--- config.mk ---
export PLATFORM = sky130hd
export DESIGN_NAME = bcd2hgfe_tx
export DESIGN_NICKNAME = d
export VERILOG_FILES = /design/src/rtl/hgfe_pkg.sv /design/src/rtl/bcd2hgfe_enc.sv /design/src/rtl/bcd2hgfe_tx.sv
export SDC_FILE = /design/constraint.sdc
export NUM_CORES = 1
export LEC_CHECK = 0
export CORE_ASPECT_RATIO = 1.5
export CORE_UTILIZATION = 58
export DETAILED_ROUTE_END_ITERATION = 8
export PLACE_DENSITY = 0.83
export SLEW_MARGIN = 25
export SYNTH_ARGS = -nofsm -noshare
export SYNTH_HDL_FRONTEND = slang
export SYNTH_SLANG_ARGS = --single-unit
--- constraint.sdc ---
create_clock -name clk -period 3.1 [get_ports clk]
set_clock_uncertainty 0.1 [all_clocks]
set_input_delay 0.465 -clock clk [delete_from_list [all_inputs] [get_ports clk]]
set_output_delay 0.465 -clock clk [all_outputs]
set_load 0.1 [all_outputs]
--- src/rtl/hgfe_pkg.sv ---
// Shared definitions for the hgfe digit link.
// Covers the line code table, framing constants and tx states.
package hgfe_pkg;

   localparam int FRAME_BITS = 6;
   localparam int DATA_BITS  = 4;

   localparam logic [3:0] CODE_TABLE [10] = '{
      4'b0000, 4'b0001, 4'b0011, 4'b0100, 4'b0101,
      4'b0111, 4'b1001, 4'b1011, 4'b1100, 4'b1101
   };

   typedef enum logic [1:0] {
      IDLE,
      START,
      DATA,
      STOP
   } tx_state_e;

   function automatic logic is_legal(input logic [3:0] d);
      return d <= 4'd9;
   endfunction

endpackage

--- src/rtl/bcd2hgfe_enc.sv ---
// BCD digit to hgfe code, purely combinational.
// Illegal digits give code 0000 with legal_o low.
module bcd2hgfe_enc
   import hgfe_pkg::*;
(
   input  logic [3:0] digit_i,
   output logic [3:0] code_o,
   output logic       legal_o
);

   always_comb begin
      code_o = '0;
      for (int i = 0; i < 10; i++) begin
         if (digit_i == 4'(i)) code_o = CODE_TABLE[i];
      end
   end

   assign legal_o = is_legal(digit_i);

endmodule

--- src/rtl/bcd2hgfe_tx.sv ---
// hgfe link transmitter: framed serial word plus parallel code.
// Frame is start, h, g, f, e, stop; each bit lasts BIT_CYCLES clocks.
module bcd2hgfe_tx
   import hgfe_pkg::*;
#(
   parameter int BIT_CYCLES = 1
) (
   input  logic       clk,
   input  logic       rst_n,
   input  logic       in_valid,
   output logic       in_ready,
   input  logic [3:0] in_digit,
   output logic       ser_out,
   output logic       busy,
   output logic [3:0] code_out,
   output logic       err
);

   logic [3:0] enc_code;
   logic       enc_legal;

   tx_state_e  state_q, state_d;
   logic [1:0] bit_q, bit_d;
   logic [7:0] cyc_q, cyc_d;
   logic [3:0] shift_q, shift_d;
   logic [3:0] code_q, code_d;
   logic       err_q, err_d;
   logic       accept;
   logic       bit_end;

   bcd2hgfe_enc u_enc (
      .digit_i (in_digit),
      .code_o  (enc_code),
      .legal_o (enc_legal)
   );

   assign accept  = in_valid && (state_q == IDLE);
   assign bit_end = (cyc_q == 8'(BIT_CYCLES - 1));

   always_comb begin
      state_d = state_q;
      bit_d   = bit_q;
      cyc_d   = cyc_q;
      shift_d = shift_q;
      code_d  = code_q;
      err_d   = 1'b0;
      unique case (state_q)
         IDLE: begin
            if (accept && enc_legal) begin
               state_d = START;
               shift_d = enc_code;
               code_d  = enc_code;
               cyc_d   = '0;
               bit_d   = '0;
            end else if (accept) begin
               err_d = 1'b1;
            end
         end
         START: begin
            cyc_d = bit_end ? '0 : cyc_q + 8'd1;
            if (bit_end) state_d = DATA;
         end
         DATA: begin
            cyc_d = bit_end ? '0 : cyc_q + 8'd1;
            if (bit_end) begin
               shift_d = {shift_q[2:0], 1'b0};
               bit_d   = bit_q + 2'd1;
               if (bit_q == 2'(DATA_BITS - 1)) state_d = STOP;
            end
         end
         STOP: begin
            cyc_d = bit_end ? '0 : cyc_q + 8'd1;
            if (bit_end) state_d = IDLE;
         end
         default: state_d = IDLE;
      endcase
   end

   always_ff @(posedge clk) begin
      if (!rst_n) begin
         state_q <= IDLE;
         bit_q   <= '0;
         cyc_q   <= '0;
         shift_q <= '0;
         code_q  <= '0;
         err_q   <= 1'b0;
      end else begin
         state_q <= state_d;
         bit_q   <= bit_d;
         cyc_q   <= cyc_d;
         shift_q <= shift_d;
         code_q  <= code_d;
         err_q   <= err_d;
      end
   end

   always_comb begin
      ser_out = 1'b1;
      unique case (state_q)
         START:   ser_out = 1'b0;
         DATA:    ser_out = shift_q[3];
         default: ser_out = 1'b1;
      endcase
   end

   assign in_ready = (state_q == IDLE);
   assign busy     = (state_q != IDLE);
   assign code_out = code_q;
   assign err      = err_q;

endmodule

=== Word level (Yosys, flattened, before mapping) ===
Index checks and enable logic that the tools add are counted.
W data, S select, Z words.

* Output and inout port bits: 8
* Bits of input ports: 7
* Register bits after elaboration: 21
* Word-level logic and storage cells: 66

* $add $sub $neg: 2
* Reduce and logical (&&, ||, !) cells: 11
* Equal/unequal tests: 18
* $lt $le $gt $ge: 1
* Muxes and demuxes: 26
* Bitwise gates (word level): 2

{| class="wikitable"
|+ Operators with widths
! kind !! count
|-
| $mux W4 || 6
|-
| $eq A4 B3 Y1 const B || 4
|-
| $mux W2 || 8
|-
| $mux W8 || 2
|-
| $pmux W8 S2 || 1
|-
| $mux W3 || 3
|-
| $add A8 B1 Y8 const B || 1
|-
| $eq A4 B2 Y1 const B || 2
|-
| $eq A4 B4 Y1 const B || 2
|-
| $logic_not A8 Y1 || 1
|-
| $ne A2 B2 Y1 const B || 4
|-
| $pmux W2 S4 || 1
|-
| $pmux W4 S2 || 1
|-
| $eq A2 B2 Y1 const B || 3
|-
| $reduce_or A3 Y1 || 2
|-
| $reduce_and A5 Y1 || 1
|-
| $eq A4 B1 Y1 const B || 1
|-
| $le A4 B4 Y1 const B || 1
|-
| $pmux W2 S2 || 1
|-
| $reduce_bool A2 Y1 || 2
|-
| $reduce_and A3 Y1 || 1
|-
| $add A2 B1 Y2 const B || 1
|-
| $eq A2 B1 Y1 const B || 1
|-
| $logic_and A1 B1 Y1 || 2
|-
| other kinds (6) || 8
|}

=== Longest topological paths before layout ===
Gate-level depths: netlist (run 1).

* Word-level depth: 12
* Gate-level depth with buffers: 8
* Mapped depth without buffers: 6

=== By module ===
Synthesis (run 1) repeated with hierarchy kept, for this count alone.

* Cells, all modules: 141
* Area total of the unflattened synthesis: 1255.0 um^2

{| class="wikitable"
|+ By module, submodules not included
! module !! area each (um^2) !! cells each !! sequential area each (um^2) !! times used
|-
| bcd2hgfe_tx || 1153.6 || 125 || 420.4 || 1
|-
| bcd2hgfe_enc || 101.3 || 16 || 0.0 || 1
|}

=== Least setup slack after synthesis (run 1) ===
No wires, ideal clock.

* Path type: register to output
* From: register state_q[0]
* To: output ser_out
* Arrival: 2.590 ns
* Stages on the path, launching flop included: 5
* Buffers on the path: 1
* Data required time: 2.535 ns
* Setup slack: -0.055 ns
* Cell sequence: dfxtp_1 inv_1 ha_1 clkbuf_1 mux2i_1

* Word-level cells in the longest chain between the ends: 2
* Elaborated cells on any way between the ends: 3

{| class="wikitable"
|+ RTL lines
! element !! line !! text
|-
| from (decl) || bcd2hgfe_tx.sv:22 || <nowiki>tx_state_e state_q, state_d;</nowiki>
|-
| from (signal assigned) || bcd2hgfe_tx.sv:88 || <nowiki>state_q <= state_d;</nowiki>
|-
| $eq A2 B2 Y1 or $eq A2 B1 Y1 (tied branches) || bcd2hgfe_tx.sv:99 || <nowiki>unique case (state_q)</nowiki>
|-
| $pmux W1 S2 (*) || bcd2hgfe_tx.sv:99 ||
|-
| to (decl) || bcd2hgfe_tx.sv:13 || <nowiki>output logic ser_out,</nowiki>
|}

Mark *: on every way between the ends. The rest lies on a longest branch, timed or not.

=== Worst setup path after layout (run 1) ===
Same ends and word-level chain as after synthesis.

==> results of run 1 <==
[kinds of logic (layout without fill, tap and decap cells)]
kind of cell               after synthesis  in the layout  synth area share [%]
AOI/OAI and AO/OA                       33             33                  18.1
xor gates and xnor gates                 6              6                  4.42
adders and majority gates                8              8                  8.42
buffers and inverters                   14             26                  4.53
DFF                                     21             21                  35.4
muxes                                    7              7                  5.89
and+or+nand+nor                         51             51                  23.3
[final cells by class]
type / instances / share of cell area, %
flip-flops and latches: 21 / 31.3
clock buffers: 4 / 1.96
multi-input cells: 105 / 53.5
repair buffers: 14 / 8.96
well taps: 21 / 1.96
inverters: 8 / 2.24
[state kept, by name, summed over array words and instances, names as in the netlist]
signal,count
shift_q,4
state_q,2
code_out,4
cyc_q,8
bit_q,2
err,1
[cells in the mapped netlist, drive strengths merged (2+ instances only)]
master	count	area share [%]
nand2b	6	3.2
o21ai	6	2.5
a21oi	11	4.6
nor2b	3	1.6
a211o	2	1.5
clkbuf	5	1.6
ha	8	8.4
nor2	7	2.2
dfxtp	21	35
xnor2	2	1.5
or4	2	1.3
o31ai	2	1.3
o211ai	4	2.9
nand2	14	4.4
xor2	4	2.9
nand3	4	1.7
nor3	4	1.7
and2	3	1.6
nand4	3	1.6
mux2i	7	5.9
inv	7	2.2
[critical path: cells and delay by family, from the launching register on]
kind | cells | cell delay, ns
adders and majority gates | 1 | 0.52
buffers and inverters | 2 | 0.42
DFF | 1 | 0.36
muxes | 1 | 0.27
[per-stage QoR]
stage | hold WS, ns | total power [mW] | utilization, % | area, um^2
floorplan | 0.333 | 0.899 | - | 1190
global placement | 0.347 | 1.00 | 70.0 | 1320
detailed placement | 0.360 | 1.01 | 70.0 | 1320
CTS | 0.375 | 1.14 | 71.4 | 1340
global route | 0.388 | 1.20 | 71.4 | 1340
finish | 0.370 | 1.14 | 71.4 | 1340
[power by group through the flow]
stage	combinational (mW)	clock [mW]	sequential (mW)
after floorplan	0.499	0	0.400
after global placement	0.660	0	0.345
after detailed placement	0.667	0	0.347
after CTS	0.670	0.133	0.341
after global routing	0.712	0.145	0.348
final	0.670	0.132	0.341
[worst max-delay path by stage]
stage | startpoint | to | slack, ns | depth (start not counted)
after global placement | in_digit[2] | cyc_q[7] | 0.67 | 5
after detailed placement | in_digit[2] | cyc_q[5] | 0.56 | 5
final | state_q[0] | ser_out | 0.65 | 4
after CTS | state_q[0] | ser_out | 0.66 | 4
after floorplan | state_q[0] | ser_out | 0.45 | 4
after global routing | state_q[0] | ser_out | 0.57 | 4
[per-layer routing]
layer	part of all wire, %	track usage [%]	vias to the layer above
met5	0	0	-
met1	44	30.7	477
met3	4.3	4.67	4
li1	-	-	519
met4	1.2	5.91	0
met2	51	39.8	23
==> impl_metrics.sql, run 1 <==
INSERT INTO impl_metrics (metric_group, metric, value, unit) VALUES
('sta', 'clock.fmax', '408', 'MHz'),
('sta', 'worst_slew_margin_rel', '62.8', '%'),
('sta', 'setup_ws', '0.647', 'ns'),
('min_path', 'holdCritPathClass', 'register to register', ''),
('grt', 'gr-total-overflow', '0', ''),
('finish', 'synthToLayoutAreaGrowth', '12.8', '%'),
('synthesis', 'synth_cell_type_count', '38', ''),
('clocking', 'clock_sink_count', '21', ''),
('finish', 'fill_cells', '152', ''),
('die', 'floorplan.initialDensity', '63.3', '%'),
('sta', 'final_setup_violating_endpoints', '0', ''),
('grt', 'grt_first_pass_wirelength', '3.89', 'mm'),
('synthesis', 'synthesized_netlist_cell_count', '140', ''),
('die', 'io_pins', '15', ''),
('clocking', 'number_of_clock_buffers_inserted_by_tritoncts', '3', ''),
('placed_design', 'placedCellCount', '169', ''),
('synthesis', 'ys_warn_count', '0', ''),
('power_and_ir_drop', 'ir_worst_vdd', '0.663', 'mV'),
('synthesis', 'asyncSetResetFlopFracSynth', '0', '%'),
('placed_design', 'placement.setup.worst_slack', '0.563', 'ns'),
('finish', 'fin_nets', '168', ''),
('clocking', 'htree_num_levels', '1', ''),
('grt', 'track_usage', '23.9', '%'),
('placed_design', 'finalWeightedCongestion', '0.744', ''),
('min_path', 'min_to', 'bit_q[1]', ''),
('worst_setup_path', 'crit_required', '2.53', 'ns'),
('grt', 'grt_max_degree', '17', ''),
('worst_setup_path', 'criticalPathCategory', 'register to output port', ''),
('worst_setup_path', 'cp_data_arrival_time', '1.89', 'ns'),
('clocking', 'holdBufCountCts', '0', ''),
('synthesis', 'synth.net_count', '155', ''),
('power_and_ir_drop', 'net-switching-power', '0.591', 'mW'),
('sta', 'timing.setup.tns', '0', 'ns'),
('sta', 'finalHoldViolCount', '0', ''),
('routing', 'drtAntennaViolNets', '0', ''),
('finish', 'most-common-layout-cells', '21 x dfxtp_1, 14 x nand2_1, 11 x a21oi_1, 8 x ha_1, 8 x buf_4', ''),
('grt', 'grt_antenna_before_repair', '0', ''),
('power_and_ir_drop', 'power.clock.fraction', '11.6', '%'),
('worst_setup_path', 'regToRegEndpoint', 'cyc_q[5]', ''),
('clocking', 'cts-root-buf', 'clkbuf_4', ''),
('routing', 'routed-via-count', '1023', ''),
('clocking', 'tritoncts_clock_tree', 'built', ''),
('min_path', 'worst_hold_path.num_cells', '2', ''),
('die', 'design.core.area', '1880', 'um^2'),
('clocking', 'clock_transition_at_the_register_clock_pins_on_the_worst_setup_and_hold_paths_after_cts', '0.12', 'ns'),
('worst_setup_path', 'r2r_slack', '0.87', 'ns'),
('worst_setup_path', 'critical_path.reg2reg.startpoint', 'state_q[0]', ''),
('clocking', 'cts.repair.resized', '0', ''),
('min_path', 'hp-start', 'bit_q[1]', ''),
('finish', 'multi_input_comb_area', '718', 'um^2'),
('power_and_ir_drop', 'pwr-share-seq', '29.8', '%'),
('routing', 'drcViolationCount', '0', ''),
('power_and_ir_drop', 'powerDensity', '853', 'nW/um^2'),
('routing', 'drt-wirelength-per-cell', '13.6', 'um'),
('worst_setup_path', 'worst-r2r-cell-count', '6', ''),
('status', 'run_status', 'finished clean', ''),
('synthesis', 'synth_enable_flop_cells', '0', ''),
('die', 'die_y', '57.4', 'um'),
('synthesis', 'post_synth_instance_area', '1190', 'um^2'),
('sta', 'period_share', '79.1', '%'),
('routing', 'count_of_tritonroute_iterations_in_the_first_routing_pass', '4', ''),
('clocking', 'clock_latency', '0.30', 'ns'),
('routing', 'detail_route.wirelength', '2.35', 'mm'),
('finish', 'layout.area.seq', '420', 'um^2'),
('power_and_ir_drop', 'switching_share', '51.6', '%'),
('routing', 'drtIter0Drc', '35', ''),
('sta', 'max_slew.worst_pin.slew', '0.557', 'ns'),
('worst_setup_path', 'worst_setup_path_start_kind', 'register', ''),
('sta', 'drv_slew', '0', ''),
('synthesis', 'synth_area_per_cell', '8.49', 'um^2'),
('worst_setup_path', 'end_kind', 'output port', '');
(Power assumes the default switching activity.)
==> run 2, diff against run 1 <==
--- a/config.mk
+++ b/config.mk
@@ -6,9 +6,9 @@
 export NUM_CORES = 1
 export LEC_CHECK = 0
 export CORE_ASPECT_RATIO = 1.5
-export CORE_UTILIZATION = 58
+export CORE_UTILIZATION = 48
 export DETAILED_ROUTE_END_ITERATION = 8
-export PLACE_DENSITY = 0.83
+export PLACE_DENSITY = 0.73
 export SLEW_MARGIN = 25
 export SYNTH_ARGS = -nofsm -noshare
 export SYNTH_HDL_FRONTEND = slang
==> constraint.sdc (replaced) <==
create_clock -name clk -period 2.1 [get_ports clk]
set_clock_uncertainty 0.1 [all_clocks]
set_input_delay 0.315 -clock clk [delete_from_list [all_inputs] [get_ports clk]]
set_output_delay 0.315 -clock clk [all_outputs]
set_load 0.1 [all_outputs]
==> impl_metrics.sql, run 2 (synthesis results as in run 1) <==
INSERT INTO impl_metrics (metric_group, metric, value, unit) VALUES
('routing', 'detail_route.wirelength', '2.51', 'mm'),
('die', 'fp.dieW', '42.6', 'um'),
('clocking', 'clock_sink_count', '21', ''),
('worst_setup_path', 'end_kind', 'output port', ''),
('finish', 'final_common_cell', 'dfxtp_1', ''),
('worst_setup_path', 'maximum_fanout_encountered_on_the_critical_timing_path', '8', ''),
('routing', 'drcViolationCount', '0', ''),
('finish', 'synthToLayoutAreaGrowth', '26.6', '%'),
('power_and_ir_drop', 'pwr-share-comb', '63.8', '%'),
('finish', 'multi_input_comb_area', '752', 'um^2'),
('clocking', 'tritoncts_clock_tree', 'built', ''),
('sta', 'finalHoldViolCount', '0', ''),
('power_and_ir_drop', 'cellInternalPower', '1.01', 'mW'),
('power_and_ir_drop', 'switching_share', '48.1', '%'),
('finish', 'largest-register', 'cyc_q', ''),
('power_and_ir_drop', 'ir_worst_vdd', '1.21', 'mV'),
('grt', 'grtUsageMet2', '31.1', '%'),
('sta', 'clock.fmax', '511', 'MHz'),
('grt', 'busiest_layer', 'met2', ''),
('grt', 'grt_antenna_before_repair', '0', ''),
('routing', 'count_of_tritonroute_iterations_in_the_first_routing_pass', '4', ''),
('sta', 'worst_slew_margin_rel', '66.3', '%'),
('die', 'std_cell_rows', '21', ''),
('clocking', 'clock_transition_at_the_register_clock_pins_on_the_worst_setup_and_hold_paths_after_cts', '0.12', 'ns'),
('finish', 'layout.area.seq', '420', 'um^2'),
('finish', 'most-common-layout-cells', '21 x dfxtp_1, 17 x buf_4, 14 x nand2_1, 11 x a21oi_1', ''),
('placed_design', 'io_buffer_count', '14', ''),
('sta', 'timing.setup.tns', '0', 'ns'),
('worst_setup_path', 'worst_setup_path_start_kind', 'register', ''),
('sta', 'grt_setup_unrepaired', 'false', ''),
('clocking', 'cts.repair.resized', '1', ''),
('status', 'run_status', 'finished clean', ''),
('die', 'io_pins', '15', ''),
('clocking', 'clock_latency', '0.30', 'ns'),
('sta', 'drv_slew', '0', ''),
('power_and_ir_drop', 'powerDensity', '1290', 'nW/um^2'),
('placed_design', 'finalWeightedCongestion', '0.897', ''),
('grt', 'via_count_of_the_first_global_routing_pass', '967', ''),
('grt', 'grt_max_degree', '12', ''),
('worst_setup_path', 'worst_setup_endpoint', 'ser_out', ''),
('worst_setup_path', 'critPathLaunch', 'state_q[0]', ''),
('power_and_ir_drop', 'design_power_total', '1.94', 'mW'),
('finish', 'antenna_cells_inserted', '0', ''),
('finish', 'fill_cells', '196', ''),
('grt', 'grt_util_met1', '24.2', '%'),
('placed_design', 'place.detailed.hpwl', '1.96', 'mm'),
('power_and_ir_drop', 'power.clock.fraction', '10.1', '%'),
('clocking', 'clockBufferDepth', '2', ''),
('job', 'maxCapViolations', '0', ''),
('finish', 'largest_register_ffs', '8', ''),
('clocking', 'cts-root-buf', 'clkbuf_4', ''),
('routing', 'drtIter0Drc', '33', ''),
('worst_setup_path', 'crit_required', '1.68', 'ns'),
('worst_setup_path', 'cp_data_arrival_time', '1.54', 'ns'),
('clocking', 'htree_num_levels', '1', ''),
('grt', 'grt_use_met3', '3.47', '%'),
('grt', 'grt_first_pass_wirelength', '4.10', 'mm'),
('power_and_ir_drop', 'net-switching-power', '0.934', 'mW'),
('power_and_ir_drop', 'pwr-share-seq', '26.1', '%'),
('die', 'dieArea', '2680', 'um^2'),
('min_path', 'holdCritPathClass', 'register to register', ''),
('placed_design', 'placedCellCount', '183', ''),
('sta', 'period_share', '93.1', '%'),
('routing', 'routed-via-count', '1064', ''),
('finish', 'fin_nets', '180', ''),
('sta', 'max_slew.worst_pin.slew', '0.502', 'ns'),
('sta', 'final_period_minus_worst_setup_slack', '1.96', 'ns'),
('die', 'die_y', '62.9', 'um'),
('finish', 'post_layout_nonfiller_instances', '187', ''),
('worst_setup_path', 'worst-r2r-cell-count', '7', ''),
('die', 'design.core.area', '2290', 'um^2'),
('worst_setup_path', 'criticalPathCategory', 'register to output port', ''),
('worst_setup_path', 'critical_path.reg2reg.startpoint', 'state_q[0]', ''),
('clocking', 'cts_setup_buffers', '0', ''),
('die', 'floorplan.initialDensity', '52.0', '%'),
('grt', 'track_usage', '19.2', '%'),
('worst_setup_path', 'regToRegEndpoint', 'shift_q[0]', ''),
('clocking', 'number_of_clock_buffers_inserted_by_tritoncts', '3', ''),
('routing', 'avgViaCountPerCell', '5.69', ''),
('routing', 'drtAntennaViolNets', '0', ''),
('grt', 'gr-total-overflow', '0', ''),
('clocking', 'holdBufCountCts', '0', ''),
('routing', 'drt-wirelength-per-cell', '13.4', 'um'),
('sta', 'final_setup_violating_endpoints', '0', ''),
('worst_setup_path', 'r2r_slack', '0.18', 'ns'),
('finish', 'post_route_cells_drive_above_1_share', '17.7', '%'),
('power_and_ir_drop', 'leakagePower', '0.589', 'nW');
==> run 2: changes by cell type in the layout (fill, tap and decap cells not counted), sizes merged <==
cell / previous run / this run
buf: 8 / 20
==> run 2: power by group through the flow <==
| stage | combinational, mW | clock, mW | sequential (mW) |
|---|---|---|---|
| floorplan | 0.785 | 0 | 0.591 |
| CTS | 1.23 | 0.204 | 0.503 |
| global placement | 1.21 | 0 | 0.507 |
| global route | 1.31 | 0.216 | 0.515 |
| finish | 1.24 | 0.196 | 0.506 |
| detailed placement | 1.22 | 0 | 0.512 |
==> run 2: metrics by stage <==
stage	cell area [um^2]	hold WS [ns]	setup WS, ns	utilization [%]
global placement	1470	0.349	0.0633	64.1
global route	1510	0.391	0.0208	65.8
detailed placement	1470	0.355	0.0392	64.1
CTS	1500	0.371	0.0676	65.4
finish	1510	0.368	0.145	65.8
floorplan	1210	0.333	0.0284	-
==> run 2: layer usage <==
metal	vias up	wire length, um
li1	541	-
met1	496	1120
met2	23	1240
met3	4	103
met4	0	36
met5	-	0
==> run 2: area by class of cell <==
cell class / count / area share, %
multi-input cells: 105 / 50.0
flip-flops and latches: 21 / 27.9
repair buffers: 26 / 16.5
inverters: 8 / 2.00
well taps: 23 / 1.91
clock buffers: 4 / 1.75
==> run 2: how the worst min path moves through the flow <==
stage	endpoint	slack, ns	from	depth (start not counted)
6_report	shift_q[2]	0.37	shift_q[2]	2
5_1_grt	shift_q[3]	0.39	shift_q[3]	2
4_1_cts	shift_q[2]	0.37	shift_q[2]	2
3_5_place_dp	shift_q[2]	0.35	shift_q[2]	2
3_3_place_gp	shift_q[2]	0.35	shift_q[2]	2
2_1_floorplan	shift_q[2]	0.33	shift_q[2]	2
==> run 2: worst max-delay path, cell delays in order (launching register included) <==
cell and delay [ns]:
dfxtp_1 0.36, inv_1 0.20, ha_4 0.23, mux2i_4 0.25, buf_12 0.19
